$ cat src/rtl/wso_serial_capture_deserializer_if.sv
// Handshake/bus bundle for the WSO capture deserializer.
// Optional WSO_MASK_EN adds the per-bit compare mask.
interface wso_serial_capture_deserializer_if #(
    parameter int SIZE = 12,
    parameter int SKW  = 4,
    parameter int ERRW = 8
);
    logic            start;
    logic            shift_en;
    logic [SKW-1:0]  skip_cnt;
    logic            WSO;
    logic [SIZE-1:0] expected;
`ifdef WSO_MASK_EN
    logic [SIZE-1:0] mask;
`endif
    logic [SIZE-1:0] data_out;
    logic            done;
    logic            mismatch;
    logic            busy;
    logic [ERRW-1:0] err_count;

    modport master (
`ifdef WSO_MASK_EN
        output mask,
`endif
        output start,
        output shift_en,
        output skip_cnt,
        output WSO,
        output expected,
        input  data_out,
        input  done,
        input  mismatch,
        input  busy,
        input  err_count
    );

    modport slave (
`ifdef WSO_MASK_EN
        input  mask,
`endif
        input  start,
        input  shift_en,
        input  skip_cnt,
        input  WSO,
        input  expected,
        output data_out,
        output done,
        output mismatch,
        output busy,
        output err_count
    );
endinterface

$ cat src/rtl/wso_serial_capture_deserializer.sv
// WSO capture deserializer: skips leading pipeline bits, rebuilds SIZE-bit
// words MSB-first, compares to expected and keeps a saturating error count.
// Build option WSO_MASK_EN: per-bit compare mask sampled at start.
module wso_serial_capture_deserializer #(
    parameter int SIZE     = 12,
    parameter int SKIP_MAX = 15,
    parameter int ERRW     = 8
) (
    input  logic WRCK,
    input  logic WRSTN,
    wso_serial_capture_deserializer_if.slave bus
);
    localparam int SKW = $clog2(SKIP_MAX + 1);
    localparam int BCW = $clog2(SIZE);

    typedef enum logic [1:0] {
        S_IDLE  = 2'd0,
        S_SKIP  = 2'd1,
        S_SHIFT = 2'd2,
        S_DONE  = 2'd3
    } state_t;

    state_t          state_q, state_d;
    logic [SKW-1:0]  skip_q, skip_d;
    logic [SKW-1:0]  skip_ld;
    logic [BCW-1:0]  bit_q, bit_d;
    logic [SIZE-1:0] sreg_q, sreg_d;
    logic [SIZE-1:0] word_nx;
    logic [SIZE-1:0] exp_q, exp_d;
    logic [SIZE-1:0] diff;
    logic [SIZE-1:0] data_q, data_d;
    logic            done_q, done_d;
    logic            mis_q, mis_d;
    logic [ERRW-1:0] err_q, err_d;
    logic            arm;
    logic            adv_skip;
    logic            adv_shift;
    logic            skip_last;
    logic            last_bit;
    int              skip_in;

`ifdef WSO_MASK_EN
    logic [SIZE-1:0] mask_q, mask_d;
`endif

    assign skip_in  = int'(bus.skip_cnt);
    assign skip_ld  = (skip_in > SKIP_MAX) ? SKW'(SKIP_MAX) : bus.skip_cnt;

    // start is honoured only when no frame is in flight
    assign arm = bus.start &
                 ((state_q == S_IDLE) | (state_q == S_DONE));

    assign adv_skip  = (state_q == S_SKIP) & bus.shift_en;
    assign adv_shift = (state_q == S_SHIFT) & bus.shift_en;
    assign skip_last = (skip_q == SKW'(1));
    assign last_bit  = (bit_q == BCW'(SIZE - 1));
    assign word_nx   = {sreg_q[SIZE-2:0], bus.WSO};

`ifdef WSO_MASK_EN
    assign diff = (word_nx ^ exp_q) & ~mask_q;
`else
    assign diff = word_nx ^ exp_q;
`endif

    // FSM next state: arm from IDLE/DONE, advance only on shift_en
    always_comb begin
        state_d = state_q;
        unique case (state_q)
            S_IDLE:  state_d = S_IDLE;
            S_SKIP:  if (adv_skip && skip_last) state_d = S_SHIFT;
            S_SHIFT: if (adv_shift && last_bit) state_d = S_DONE;
            S_DONE:  state_d = S_IDLE;
            default: state_d = S_IDLE;
        endcase
        if (arm) begin
            state_d = (skip_ld != '0) ? S_SKIP : S_SHIFT;
        end
    end

    // leading-bit skip counter, loaded at start
    always_comb begin
        skip_d = skip_q;
        if (arm) begin
            skip_d = skip_ld;
        end else if (adv_skip) begin
            skip_d = skip_q - 1'b1;
        end
    end

    // received-bit counter, wraps to 0 on the final bit
    always_comb begin
        bit_d = bit_q;
        if (arm) begin
            bit_d = '0;
        end else if (adv_shift) begin
            bit_d = last_bit ? '0 : bit_q + 1'b1;
        end
    end

    // shift register, first received bit ends up at the MSB
    always_comb begin
        sreg_d = sreg_q;
        if (adv_shift) begin
            sreg_d = word_nx;
        end
    end

    // reference word (and mask) captured with start
    always_comb begin
        exp_d = exp_q;
`ifdef WSO_MASK_EN
        mask_d = mask_q;
`endif
        if (arm) begin
            exp_d = bus.expected;
`ifdef WSO_MASK_EN
            mask_d = bus.mask;
`endif
        end
    end

    // word completion: publish data, pulse done, grade the word
    always_comb begin
        data_d = data_q;
        done_d = 1'b0;
        mis_d  = 1'b0;
        if (adv_shift && last_bit) begin
            data_d = word_nx;
            done_d = 1'b1;
            mis_d  = |diff;
        end
    end

    // sticky error count, saturating at all-ones
    always_comb begin
        err_d = err_q;
        if (done_d && mis_d && (err_q != {ERRW{1'b1}})) begin
            err_d = err_q + 1'b1;
        end
    end

    // FSM and counter registers
    always_ff @(posedge WRCK or negedge WRSTN) begin
        if (!WRSTN) begin
            state_q <= S_IDLE;
            skip_q  <= '0;
            bit_q   <= '0;
        end else begin
            state_q <= state_d;
            skip_q  <= skip_d;
            bit_q   <= bit_d;
        end
    end

    // datapath registers
    always_ff @(posedge WRCK or negedge WRSTN) begin
        if (!WRSTN) begin
            sreg_q <= '0;
            exp_q  <= '0;
`ifdef WSO_MASK_EN
            mask_q <= '0;
`endif
        end else begin
            sreg_q <= sreg_d;
            exp_q  <= exp_d;
`ifdef WSO_MASK_EN
            mask_q <= mask_d;
`endif
        end
    end

    // output registers
    always_ff @(posedge WRCK or negedge WRSTN) begin
        if (!WRSTN) begin
            data_q <= '0;
            done_q <= 1'b0;
            mis_q  <= 1'b0;
            err_q  <= '0;
        end else begin
            data_q <= data_d;
            done_q <= done_d;
            mis_q  <= mis_d;
            err_q  <= err_d;
        end
    end

    assign bus.data_out  = data_q;
    assign bus.done      = done_q;
    assign bus.mismatch  = mis_q;
    assign bus.busy      = (state_q == S_SKIP) | (state_q == S_SHIFT);
    assign bus.err_count = err_q;

endmodule
$ cat src/flat_wrapper.sv
// flat-port wrapper written by rule: the top's interface ports become plain ports
module wso_serial_capture_deserializer_flat 
#(
    parameter int SIZE     = 12,
    parameter int SKIP_MAX = 15,
    parameter int ERRW     = 8
)
  (WRCK, WRSTN, bus_start, bus_shift_en, bus_skip_cnt, bus_WSO, bus_expected, bus_data_out, bus_done, bus_mismatch, bus_busy, bus_err_count);
  wso_serial_capture_deserializer_if #(.SIZE(SIZE), .ERRW(ERRW)) bus_i ();
  input  logic WRCK;
  input  logic WRSTN;
  input wire logic [$bits(bus_i.start)-1:0] bus_start;
  input wire logic [$bits(bus_i.shift_en)-1:0] bus_shift_en;
  input wire logic [$bits(bus_i.skip_cnt)-1:0] bus_skip_cnt;
  input wire logic [$bits(bus_i.WSO)-1:0] bus_WSO;
  input wire logic [$bits(bus_i.expected)-1:0] bus_expected;
  output wire logic [$bits(bus_i.data_out)-1:0] bus_data_out;
  output wire logic [$bits(bus_i.done)-1:0] bus_done;
  output wire logic [$bits(bus_i.mismatch)-1:0] bus_mismatch;
  output wire logic [$bits(bus_i.busy)-1:0] bus_busy;
  output wire logic [$bits(bus_i.err_count)-1:0] bus_err_count;
  assign bus_i.start = bus_start;
  assign bus_i.shift_en = bus_shift_en;
  assign bus_i.skip_cnt = bus_skip_cnt;
  assign bus_i.WSO = bus_WSO;
  assign bus_i.expected = bus_expected;
  assign bus_data_out = bus_i.data_out;
  assign bus_done = bus_i.done;
  assign bus_mismatch = bus_i.mismatch;
  assign bus_busy = bus_i.busy;
  assign bus_err_count = bus_i.err_count;
  wso_serial_capture_deserializer #(.SIZE(SIZE), .SKIP_MAX(SKIP_MAX), .ERRW(ERRW)) u_core (.WRCK(WRCK), .WRSTN(WRSTN), .bus(bus_i));
endmodule
$ cat config.mk
export PLATFORM = sky130hd
export DESIGN_NAME = wso_serial_capture_deserializer_flat
export DESIGN_NICKNAME = d
export VERILOG_FILES = /design/src/rtl/wso_serial_capture_deserializer_if.sv /design/src/rtl/wso_serial_capture_deserializer.sv /design/src/flat_wrapper.sv
export SDC_FILE = /design/constraint.sdc
export NUM_CORES = 1
export LEC_CHECK = 0
export CORE_MARGIN = 2
export CORE_UTILIZATION = 38
export DETAILED_ROUTE_END_ITERATION = 6
export GPL_TIMING_DRIVEN = 0
export SLEW_MARGIN = 20
export SYNTH_ARGS = -nofsm -noshare
export SYNTH_HDL_FRONTEND = slang
export SYNTH_SLANG_ARGS = --single-unit
export TNS_END_PERCENT = 50
$ cat constraint.sdc
create_clock -name WRCK -period 4.84 [get_ports WRCK]
set_clock_uncertainty 0.2 [all_clocks]
set_input_delay 1.21 -clock WRCK [delete_from_list [all_inputs] [get_ports WRCK]]
set_output_delay 1.21 -clock WRCK [all_outputs]
set_load 0.03 [all_outputs]
==> key figures <==
Die
  • Initial core utilization: ~39%
  • Die width: around 85 um
  • Die H: 85.4 um
  • Io pins: 44
  • Die outline area: 7290 sq um
  • Std-Cell Rows: 29
  • Floorplan core area: ~6400 sq um

CTS
  • Root Buffer: clkbuf_8
  • Sink Count: 55
  • Postcts setup bufs: 0
  • Number of hold-repair buffers added at the cts stage: 0
  • Clock tree from TritonCTS: built
  • Clock transition at the registers of the reported paths: about 0.090 ns
  • Htree depth: 2
  • Post-cts gate resize count: 0
  • Clock Tree Buf Depth: 2
  • Total CTS buffers: 5
  • Worst-skew pair later-pin latency: 0.30 ns

Drt
  • Number of nets still failing antenna checks after routing: 0
  • Total iterations of the first detailed-routing run: 4
  • Total Wirelength: between 4000 and 5000 um
  • Routed length per instance: 13.4 um
  • Number of DRC violations after detailed routing: 0
  • Average vias per placed instance: 4.92
  • 1st-iter DRT viols: 48
  • Vias post-DR: 1743

Logic synthesis
  • Yosys warning total: 0
  • Mean instance size in the synthesized netlist: 11.1 sq um
  • Mux contribution to synthesized area: about an eighth
  • Post-synthesis cell type with the largest combined area: dfrtp_1
  • EDFF count, synth: 0
  • Commonest cells post-synth: 55 x dfrtp_1, 48 x nand2_1, 25 x mux2_2
  • Xor and xnor area share after synthesis: 6.61%
  • Synth Area in Compound Gates: 3.83%
  • Proportion of synthesized chip area in sequential cells: 54.7%
  • Yosys reg bits: 55
  • Post-synthesis cell count: 227
  • Area contributors post-synth: dfrtp_1 55%, mux2_2 11%, nand2_1 7.2%
  • Main flop type after synthesis: dfrtp_1
  • Combined area of all synthesized cells: about 2500 sq um
  • Net count after synthesis: 255
  • Largest family of logic cells by synthesized area: simple AND/OR/NAND/NOR gates
  • Count of cell types in the netlist: 30
  • Post-Synth Simple-Gate Area: ~17%
  • Adder and majority cell fraction of the synthesized area: 3.48%
  • Share of the synthesized area in the top cell type: between 50 and 60%
  • Top-count cell post-synth: dfrtp_1
  • Share of async-settable or async-resettable flops after synthesis: 100%

Power
  • Worst vdd ir: approximately 390 uV
  • Final Power: 1510 uW
  • PD cells: 481 nW/um^2
  • Leakage Power: 0.00148 uW

Setup path
  • Worst path most repeated cell: inv_1
  • Slowest CP cell: clkdlybuf4s50_1
  • Crit-path cells: inv_1 > ha_1 > inv_1 > clkdlybuf4s50_1
  • Kind of cell adding the most delay to the critical path: buffers and inverters
  • Number of buffers and inverters on the critical path: 3
  • Worst path required time: 3.43 ns
  • Worst setup SP type: register
  • Highest net fanout along the worst path: 3
  • CP endpoint kind: primary output
  • Stage delay of the slowest cell on the critical path: 0.67 ns
  • Worst Path Class, Setup: reg -> out
  • Arrival time at the worst endpoint: around 1.8 ns

Placed design
  • HPWL after detailed placement: approximately 3400 um
  • PortBufs: 42
  • Global placement routability congestion: 0.766

Finish
  • Number of fill cells: 616
  • Area of the multi-input gates: 1080 sq um
  • Share of final-layout standard cells stronger than drive strength 1: between 10% and 20%
  • Layout area overhead: 25.1%
  • Final #Nets: 304
  • Diodes inserted: 0
  • Area taken by flip-flops and latches: approximately 1400 sq um

Run status
  • Result of the run: completed

GRT
  • Initial antenna violation count: 0
  • Overall track demand over capacity in global routing: 14.6%
  • Pin count of the biggest net entering global routing: 56
  • Gr ovfl total: 0
  • Wire length of the first global-routing pass: 8380 um
  • Via count of the first global-routing pass: 1708

Timing
  • Setup TNS: 0 ns
  • Final count of negative-setup-slack endpoints: 0
  • Hold violation total from the final report: 0
  • Final worst-path cycle share: 66.3%
  • Relative max-transition margin: 53.5%
  • Clock period minus final worst setup slack: ~3.2 ns
  • Maximum clock frequency: about 0.31 GHz
  • Unrepaired setup endpoints after global routing: false
  • Total count of max-transition violations in the final report: 0
  • Slew at the pin closest to its max-slew limit: 0.698 ns
  • Post-route worst hold slack: 0.306 ns

Worst hold path
  • Worst hold path type: reg -> reg

Job
  • Reported max-cap violation count: 0
sequential cells by signal, indices dropped and copies added, names as in the netlist:
register and flops:
u_core.bit_q 4, u_core.bus.data_out 12, u_core.bus.done 1, u_core.bus.err_count 8, u_core.bus.mismatch 1, u_core.exp_q 12
u_core.skip_q 4, u_core.sreg_q 11, u_core.state_q 2
placed cells by master, fill, tap and decap left out:
cell / instances
clkdlybuf4s50_1: 41
o31ai_1: 1
clkbuf_1: 4
buf_2: 3
a22oi_1: 1
inv_1: 6
nor2_1: 11
and4_1: 1
nand4_2: 1
nand3_4: 1
mux2_2: 25
xnor2_1: 14
nor3_4: 1
and3b_2: 1
nor2_2: 1
mux2i_1: 3
xor2_1: 5
ha_1: 7
o41a_1: 1
a21oi_1: 7
clkinv_2: 2
clkbuf_8: 6
o21ai_0: 7
nor3b_1: 1
nand3_1: 5
nand2_1: 48
nor3_1: 4
buf_4: 1
and2_1: 4
dfrtp_1: 55
nor4_1: 2
bufinv_16: 1
nand4_1: 5
and3_1: 1
cell type report:
type / count / share of cell area (%)
plain buffers: 7 / 0.954
clock buffers: 6 / 2.62
clock inverters: 2 / 1.11
inverters: 7 / 0.874
multi-input cells: 158 / 34.4
flip-flops and latches: 55 / 43.7
well taps: 77 / 3.06
repair buffers: 42 / 13.3
worst paths after layout:
kind	from	end	slack, ns	cells past startpoint
max	u_core.state_q[0]$_DFFE_PN0P_	bus_busy	1.63	4
min	u_core.exp_q[4]$_DFFE_PN0P_	u_core.exp_q[4]$_DFFE_PN0P_	0.31	2
max reg2reg	u_core.bit_q[0]$_DFFE_PN0P_	u_core.bus.data_out[3]$_DFFE_PN0P_	2.84	5
min reg2reg	u_core.exp_q[4]$_DFFE_PN0P_	u_core.exp_q[4]$_DFFE_PN0P_	0.31	2
max in group asynchronous	WRSTN	u_core.sreg_q[0]$_DFFE_PN0P_	3.24	1
min in group asynchronous	WRSTN	u_core.bus.data_out[5]$_DFFE_PN0P_	0.74	1
per-layer routing:
metal  GRT usage (%)  vias to the layer above  wire (um)
met1            20.0                      843       2280
met4            3.46                        0         44
li1                -                      860          -
met3            4.18                        4        163
met5               0                        -          0
met2            22.9                       36       2260
cells by family (layout without fill, tap and decap cells):
family,count (synthesis),after routing
and+or+nand+nor,87,87
DFF,55,55
muxes,28,28
xor gates and xnor gates,19,19
AOI/OAI and AO/OA,17,17
buffers and inverters,14,64
adders and majority gates,7,7
worst reg2reg max path: stages (launching register included):
cell     delay, ns
dfrtp_1       0.43
ha_1          0.24
and3b_2       0.25
nand3_4       0.16
buf_2         0.27
mux2_2        0.36
report_power, final:
part,internal (uW),leakage [uW],switching (uW)
Clock,168,0.0000612,148
Sequential,584,0.000717,109
Combinational,240,0.000703,267
per-stage QoR:
| stage | cells | util, % | instance area (sq um) | setup WS [ns] |
|---|---|---|---|---|
| finish | 354 | 49.3 | 3150 | 1.63 |
| global route | 354 | 49.3 | 3150 | 1.53 |
| CTS | 354 | 49.3 | 3150 | 1.61 |
| detailed placement | 346 | 47.5 | 3030 | 1.64 |
| global placement | 346 | 47.5 | 3030 | 0.584 |
| floorplan | 227 | - | 2520 | 2.36 |
Note: power is estimated with default switching activity, not from simulation.
